File: config.mk
export PLATFORM = sky130hd
export DESIGN_NAME = execute_stage
export DESIGN_NICKNAME = d
export VERILOG_FILES = /design/src/rtl/sparc_pkg.sv /design/src/rtl/serial_divider.sv /design/src/rtl/execute_stage.sv
export SDC_FILE = /design/constraint.sdc
export NUM_CORES = 2
export LEC_CHECK = 0
export CELL_PAD_IN_SITES_DETAIL_PLACEMENT = 1
export CELL_PAD_IN_SITES_GLOBAL_PLACEMENT = 1
export CORE_ASPECT_RATIO = 0.8
export CORE_MARGIN = 10
export CORE_UTILIZATION = 50
export DETAILED_ROUTE_END_ITERATION = 7
export MAX_ROUTING_LAYER = met4
export PLACE_DENSITY = 0.95
export SLEW_MARGIN = 40
export SYNTH_ARGS = -nofsm -noshare
export SYNTH_HDL_FRONTEND = slang
export SYNTH_HIERARCHICAL = 1
export SYNTH_SLANG_ARGS = --single-unit
File: constraint.sdc
create_clock -name clk -period 5.5 [get_ports clk]
set_input_delay 0.55 -clock clk [delete_from_list [all_inputs] [get_ports clk]]
set_output_delay 0.55 -clock clk [all_outputs]
set_load 0.005 [all_outputs]
File: src/rtl/sparc_pkg.sv
// Shared types for the execute stage: ALU opcodes, memory size codes,
// the execute FSM encoding and the bundles moved through the output register.
package sparc_pkg;

    typedef enum logic [2:0] {
        ALU_AND   = 3'b000,
        ALU_OR    = 3'b001,
        ALU_ADD   = 3'b010,
        ALU_SUB   = 3'b011,
        ALU_MUL   = 3'b100,
        ALU_DIV   = 3'b101,
        ALU_SHIFT = 3'b110,
        ALU_RSVD  = 3'b111
    } alu_op_e;

    typedef enum logic [1:0] {
        SIZE_BYTE   = 2'b00,
        SIZE_HALF   = 2'b01,
        SIZE_WORD   = 2'b10,
        SIZE_DOUBLE = 2'b11
    } mem_size_e;

    typedef enum logic {
        ST_IDLE = 1'b0,
        ST_DIV  = 1'b1
    } ex_state_e;

    typedef struct packed {
        logic        mem_write;
        logic        mem_read;
        logic        reg_write;
        logic        mem_access_signed;
        logic [1:0]  mem_access_size;
        logic [4:0]  rd;
        logic [31:0] store_data;
    } ex_ctrl_t;

    typedef struct packed {
        logic [31:0] result;
        logic [31:0] y;
        logic        div_zero;
        ex_ctrl_t    ctrl;
    } ex_out_t;

endpackage

File: src/rtl/serial_divider.sv
// Unsigned restoring divider, one quotient bit per cycle.
// done stays high (counter parked at 0) until the next start.
module serial_divider #(
    parameter int W = 32
) (
    input  logic         clk,
    input  logic         rst,
    input  logic         start,
    input  logic [W-1:0] dividend,
    input  logic [W-1:0] divisor,
    output logic         busy,
    output logic         done,
    output logic [W-1:0] quotient
);

    localparam int CW = $clog2(W);

    logic [W-1:0]  rem_q;
    logic [W-1:0]  quo_q;
    logic [W-1:0]  div_q;
    logic [CW-1:0] cnt_q;
    logic [W:0]    shifted;
    logic [W:0]    diff;

    assign shifted  = {rem_q, quo_q[W-1]};
    assign diff     = shifted - {1'b0, div_q};
    assign quotient = quo_q;

    always_ff @(posedge clk or posedge rst) begin
        if (rst) begin
            rem_q <= '0;
            quo_q <= '0;
            div_q <= '0;
            cnt_q <= '0;
            busy  <= 1'b0;
            done  <= 1'b0;
        end else if (start) begin
            rem_q <= '0;
            quo_q <= dividend;
            div_q <= divisor;
            cnt_q <= CW'(W - 1);
            busy  <= 1'b1;
            done  <= 1'b0;
        end else if (busy) begin
            // a borrow means the trial subtraction failed: restore
            if (diff[W]) begin
                rem_q <= shifted[W-1:0];
                quo_q <= {quo_q[W-2:0], 1'b0};
            end else begin
                rem_q <= diff[W-1:0];
                quo_q <= {quo_q[W-2:0], 1'b1};
            end
            if (cnt_q == '0) begin
                busy <= 1'b0;
                done <= 1'b1;
            end else begin
                cnt_q <= cnt_q - 1'b1;
            end
        end
    end

endmodule

File: src/rtl/execute_stage.sv
// Execute stage: single-cycle ALU and address adder, iterative divide,
// and a valid/ready output register towards the memory stage.
module execute_stage
    import sparc_pkg::*;
#(
    parameter int DATA_W = 32
) (
    input  logic              clk,
    input  logic              rst,
    input  logic              in_valid,
    output logic              in_ready,
    input  logic [2:0]        ALU_op,
    input  logic              signed_mul,
    input  logic              left_shift,
    input  logic              arith_shift,
    input  logic              mem_write,
    input  logic              mem_read,
    input  logic              reg_write,
    input  logic              mem_access_signed,
    input  logic [1:0]        mem_access_size,
    input  logic [DATA_W-1:0] src_a,
    input  logic [DATA_W-1:0] src_b,
    input  logic [DATA_W-1:0] src_c,
    input  logic [4:0]        rd,
    output logic              out_valid,
    input  logic              out_ready,
    output logic [DATA_W-1:0] result,
    output logic [DATA_W-1:0] y_out,
    output logic [DATA_W-1:0] store_data,
    output logic [4:0]        rd_out,
    output logic              mem_write_out,
    output logic              mem_read_out,
    output logic              reg_write_out,
    output logic              mem_access_signed_out,
    output logic [1:0]        mem_access_size_out,
    output logic              div_zero
);

    ex_state_e         state_q, state_d;
    ex_ctrl_t          ctrl_in, pend_q;
    ex_out_t           new_out, out_q;
    logic              mem_op, free, accept;
    logic              div_iter, div_start, div_fin;
    logic              div_busy, div_done;
    logic [DATA_W-1:0] div_quo;
    logic [DATA_W-1:0] alu_res, alu_y;
    logic              alu_dz;
    logic [2*DATA_W-1:0] ext_a, ext_b, prod;

    assign mem_op    = mem_read | mem_write;
    assign free      = !out_valid || out_ready;
    assign accept    = in_valid && in_ready;
    assign div_iter  = (ALU_op == ALU_DIV) && !mem_op && (src_b != '0);
    assign div_start = accept && div_iter;
    assign div_fin   = (state_q == ST_DIV) && div_done && !div_busy && free;

    // sign- or zero-extend to 64 bits; the low 64 bits of the product are exact
    assign ext_a = {{DATA_W{signed_mul & src_a[DATA_W-1]}}, src_a};
    assign ext_b = {{DATA_W{signed_mul & src_b[DATA_W-1]}}, src_b};
    assign prod  = ext_a * ext_b;

    always_comb begin
        alu_res = '0;
        alu_y   = '0;
        alu_dz  = 1'b0;
        if (mem_op) begin
            alu_res = mem_write ? src_b + src_c : src_a + src_b;
        end else begin
            unique case (alu_op_e'(ALU_op))
                ALU_AND: alu_res = src_a & src_b;
                ALU_OR:  alu_res = src_a | src_b;
                ALU_ADD: alu_res = src_a + src_b;
                ALU_SUB: alu_res = src_a - src_b;
                ALU_MUL: begin
                    alu_res = prod[DATA_W-1:0];
                    alu_y   = prod[2*DATA_W-1:DATA_W];
                end
                ALU_DIV: begin
                    alu_res = '1;
                    alu_dz  = (src_b == '0);
                end
                ALU_SHIFT: begin
                    if (left_shift)
                        alu_res = src_a << src_b[4:0];
                    else if (arith_shift)
                        alu_res = $unsigned($signed(src_a) >>> src_b[4:0]);
                    else
                        alu_res = src_a >> src_b[4:0];
                end
                ALU_RSVD: alu_res = '0;
            endcase
        end
    end

    assign ctrl_in = '{
        mem_write:         mem_write,
        mem_read:          mem_read,
        reg_write:         reg_write,
        mem_access_signed: mem_access_signed,
        mem_access_size:   mem_access_size,
        rd:                rd,
        store_data:        src_a
    };

    assign new_out = '{
        result:   alu_res,
        y:        alu_y,
        div_zero: alu_dz,
        ctrl:     ctrl_in
    };

    serial_divider #(.W(DATA_W)) u_div (
        .clk      (clk),
        .rst      (rst),
        .start    (div_start),
        .dividend (src_a),
        .divisor  (src_b),
        .busy     (div_busy),
        .done     (div_done),
        .quotient (div_quo)
    );

    always_ff @(posedge clk or posedge rst) begin
        if (rst)
            state_q <= ST_IDLE;
        else
            state_q <= state_d;
    end

    always_comb begin
        state_d = state_q;
        unique case (state_q)
            ST_IDLE: if (div_start) state_d = ST_DIV;
            ST_DIV:  if (div_fin)   state_d = ST_IDLE;
        endcase
    end

    always_comb begin
        in_ready = (state_q == ST_IDLE) && free;
    end

    always_ff @(posedge clk or posedge rst) begin
        if (rst) begin
            out_q     <= '0;
            pend_q    <= '0;
            out_valid <= 1'b0;
        end else begin
            if (div_start)
                pend_q <= ctrl_in;
            if (accept && !div_iter) begin
                out_q     <= new_out;
                out_valid <= 1'b1;
            end else if (div_fin) begin
                out_q     <= '{result: div_quo, y: '0, div_zero: 1'b0, ctrl: pend_q};
                out_valid <= 1'b1;
            end else if (out_ready) begin
                out_valid <= 1'b0;
            end
        end
    end

    assign result                = out_q.result;
    assign y_out                 = out_q.y;
    assign div_zero              = out_q.div_zero;
    assign store_data            = out_q.ctrl.store_data;
    assign rd_out                = out_q.ctrl.rd;
    assign mem_write_out         = out_q.ctrl.mem_write;
    assign mem_read_out          = out_q.ctrl.mem_read;
    assign reg_write_out         = out_q.ctrl.reg_write;
    assign mem_access_signed_out = out_q.ctrl.mem_access_signed;
    assign mem_access_size_out   = out_q.ctrl.mem_access_size;

endmodule

==> out/results.txt, run 1 <==
Post-DP HPWL: 281 mm
Sinks on Clock Net: 256
Post-synth EDFFs: 0
Syn. warnings: 6
Initial Utilization: 50.4%
Post-Syn Nets: 8,486
Clock root buffer: clkbuf_16
H-tree depth: 1
Top cell type by total area after synthesis: fa_1
Post-Synthesis Cells: 6,867
IO buf count: 226
Placed instance count: 9,076
GRT Util Overall: 90.0%
Top-count cell post-synth: inv_1
TritonCTS Buffers: 31
Die W: 407 um
Hold buffers post-CTS: 0
Failed at: global routing
Error: [ERROR GRT-0116] Global routing finished with congestion. Check the congestion regions in the DRC Viewer.
Commonest cells post-synth: inv_1, fa_1, nand2_1, nor2_1, ha_1
IO Pins: 227
Largest net degree at the start of global routing: 118
Height of the chip: 329 um
Global route total overflow: 3,000
Async S/R FF share, synth: 100%
Yosys reg bits: 256
Synth top area share: 37.8%
Post-DP Area: 70,000 sq um
Synth cell types: 101
Synthesized area: 59,800 sq um
Vias in the first global route: 94,900
Clock Tree Buf Depth: 3
Seq/Total Area, Yosys: 10.7%
First-pass GRT wire length: 838 mm
Synth top area cells: fa_1, dfrtp_1, inv_1
Avg Cell Area, Syn: 8.70 sq um
Routability congestion estimate: 1.22
Main synth FF type: dfrtp_1
Outcome: aborted with a tool error
Cell Rows: 113
[per-layer routing]
layer  overflow  global-route usage, %
met1        342                   87.1
met2       1455                   97.7
met3        428                   85.6
met4        775                   87.5
met5          -                      -
[through the flow]
stage / worst slack [ps] / setup TNS (ps)
floorplan: -2700 / -103660
global placement: -3340 / -159600
detailed placement: -4070 / -190160
CTS: -2470 / -108370
[logic make-up after synthesis]
| kind of cell | synth area share, % |
|---|---|
| DFF | 10.7 |
| buffers and inverters | 10.9 |
| and+or+nand+nor | 13.4 |
| AOI/OAI and AO/OA | 11.8 |
| muxes | 4.98 |
| adders and majority gates | 45.6 |
| xor gates and xnor gates | 2.61 |
[timing repair]
action                                  4_1_cts
pin swaps                                   366
buffers inserted                            220
resized for setup                          1110
cloned                                        9
endpoints found under the setup margin       58
==> run 2, diff against run 1 <==
- CELL_PAD_IN_SITES_DETAIL_PLACEMENT: 1 -> unset
- CELL_PAD_IN_SITES_GLOBAL_PLACEMENT: 1 -> unset
- CORE_ASPECT_RATIO: 0.8 -> unset
- CORE_UTILIZATION: 50 -> 40
- MAX_ROUTING_LAYER: met4 -> unset
- PLACE_DENSITY: 0.95 -> unset
- PLACE_DENSITY_LB_ADDON: unset -> 0.15
==> out/results.txt, run 2 <==
Main synth FF type: dfrtp_1 (unchanged)
Post-synth EDFFs: 0 (unchanged)
Most used cell, CP: fa_1
DR top layer: met5
Worst-case clock skew: 9.39 ps
Clock root buffer: clkbuf_16 (unchanged)
Post-Synthesis Cells: 6,867 (unchanged)
Synth top area cells: fa_1, dfrtp_1, inv_1 (unchanged)
Avg Cell Area, Syn: 8.70 sq um (unchanged)
Critical Path RT: 5980 ps
Final Max Slew Viols: 0
IO Pins: 227 (unchanged)
Synth cell types: 101 (unchanged)
Number of max-cap violations: 0
CTS tree: done
Final wirelength: 270 mm
Seq/Total Area, Yosys: 10.7% (unchanged)
WL/cell: 27.9 um
Reg with most FFs: pend_q
Commonest cells post-synth: inv_1, fa_1, nand2_1, nor2_1, ha_1 (unchanged)
Sinks on Clock Net: 256 (unchanged)
Critical path arrival: 8120 ps
IO buf count: 226 (unchanged)
Drc violations: 8
Final setup viols: 55
Core Area: 148,000 sq um
Routed wl met3: 20.2 mm
Post-route cell area: 76,200 sq um
Post-DP Area: 70,800 sq um (was 70,000 sq um)
Reg clk slew, reported paths: 60 ps
Largest net degree at the start of global routing: 97
First DRT Iteration DRCs: 4,494
Vias/cell: 5.51
Layout cells sized above 1: 23.0%
Hold path depth: 4
Final-report hold violation count: 0
Worst setup SP type: input pin
Clk Latency, worst-skew pair: 600 ps
Initial DRT Pass Iterations: 8
Commonest cells after routing, fill and taps aside: inv_1, fa_1, nand2_1
Post-DP HPWL: 223 mm (was 281 mm)
Metal-1 WL: 109 mm
Die W: 407 um (unchanged)
Tcrit/Tclk final: 139%
Synth top area share: 37.8% (unchanged)
First-pass GRT wire length: 392 mm
Routed Antenna Nets: 0
Hold Crit Class: in2reg
Top-count cell post-synth: inv_1 (unchanged)
Number of flip-flops in the largest register: 43
Worst reg2reg path depth: 14
Height of the chip: 407 um (was 329 um)
Commonest non-fill, non-tap cell in the layout: inv_1
Initial antenna violation count: 19
Global route total overflow: 0
Synthesized area: 59,800 sq um (unchanged)
TritonCTS Buffers: 28 (was 31)
Slew Limit Headroom: 37.5%
Async S/R FF share, synth: 100% (unchanged)
Worst slew pin tran: 929 ps
Total Die Area: 165,000 sq um
Clock Tree Buf Depth: 3 (unchanged)
H-tree depth: 1 (unchanged)
RSZ-0062 raised after global routing: true
Cell Rows: 141 (was 113)
Kind of critical path: in2reg
GRT Util Overall: 32.4%
Top cell type by total area after synthesis: fa_1 (unchanged)
Met2 Routed Length: 122 mm
Failing checks: DRC, setup timing
Routability congestion estimate: 1.01 (was 1.22)
Yosys reg bits: 256 (unchanged)
Outcome: finished, violations left (was aborted with a tool error)
Syn. warnings: 6 (unchanged)
Initial Utilization: 40.4% (was 50.4%)
Post-Syn Nets: 8,486 (unchanged)
Vias in the first global route: 55,900
Slowest stage delay, CP: 600 ps
CP max-delay cell: fa_2
Fmax: 131 MHz
Element type at the critical path end: flop
Area Growth Syn to Fin: 27.6%
NumNets Final: 9,350
Maximum fanout along the worst path: 8
Tmin final: 7640 ps
Fin worst setup slack: -2140 ps
DR vias: 53,400
run 2: cell counts after synthesis:
No cell type changed its count.
run 2: final timing paths:
check,from,to,slack (ps)
max in group asynchronous,rst,y_out[10],3900
hold reg to reg,mem_read_out,mem_read_out,470
min in group asynchronous,rst,out_valid,560
hold / removal,src_a[19],u_div/quotient[19],430
setup / recovery,src_b[4],y_out[27],-2140
setup reg to reg,u_div/quotient[31],u_div/rem_q[4],1550
run 2: what timing repair did:
item,CTS,global route
buffers inserted,106,56
pin swaps,212,238
resized for setup,584,329
cloned,6,5
setup endpoints to repair,57,57
hold buffers,0,0
run 2: cell families (layout without fill, tap and decap cells):
group,after synthesis,in the layout,synth area share [%]
xor gates and xnor gates,177,177,2.61
AOI/OAI and AO/OA,1062,1062,11.8
and+or+nand+nor,1938,1938,13.4
adders and majority gates,1502,1502,45.6
other,0,10,0
buffers and inverters,1711,2595,10.9
DFF,256,256,10.7
muxes,221,221,4.98
run 2: final cells by class:
type	instances	area (sq um)
fill	14000	71800
clock inverter	13	144
inverter	1292	4990
multi-input combinational	4900	49200
sequential	256	6410
tap	1930	2410
timing repair buffer	1253	12300
antenna	10	25.0
clock buffer	37	785
run 2: critical path: cells and delay by family:
family	cells	cell delay [ps]
compound gates	9	2000
buf+inv	9	1010
xor+xnor	1	50
fa+ha+maj	9	4320
simple gates	1	180
run 2: per-layer routing:
metal / track usage [%] / vias to the layer above
met2: 50.3 / 2198
met1: 42.5 / 27300
met3: 6.02 / 573
li1: - / 23300
met5: 0 / -
met4: 18.4 / 12
run 2: through the flow:
stage	worst slack (ps)	instances	utilization [%]	hold WS (ps)	setup TNS [ps]
detailed placement	-3430	9485	47.8	461	-163120
CTS	-2160	9641	50.3	396	-93060
finish	-2140	9691	51.5	434	-90580
global placement	-3420	9484	47.8	459	-162100
global route	-2290	9684	51.5	408	-100150
floorplan	-2700	6867	-	454	-103660
Power of run 2 is left out: the tool's default activity adds up to more than one toggle a clock period on the data nets, which glitch-free logic cannot reach.
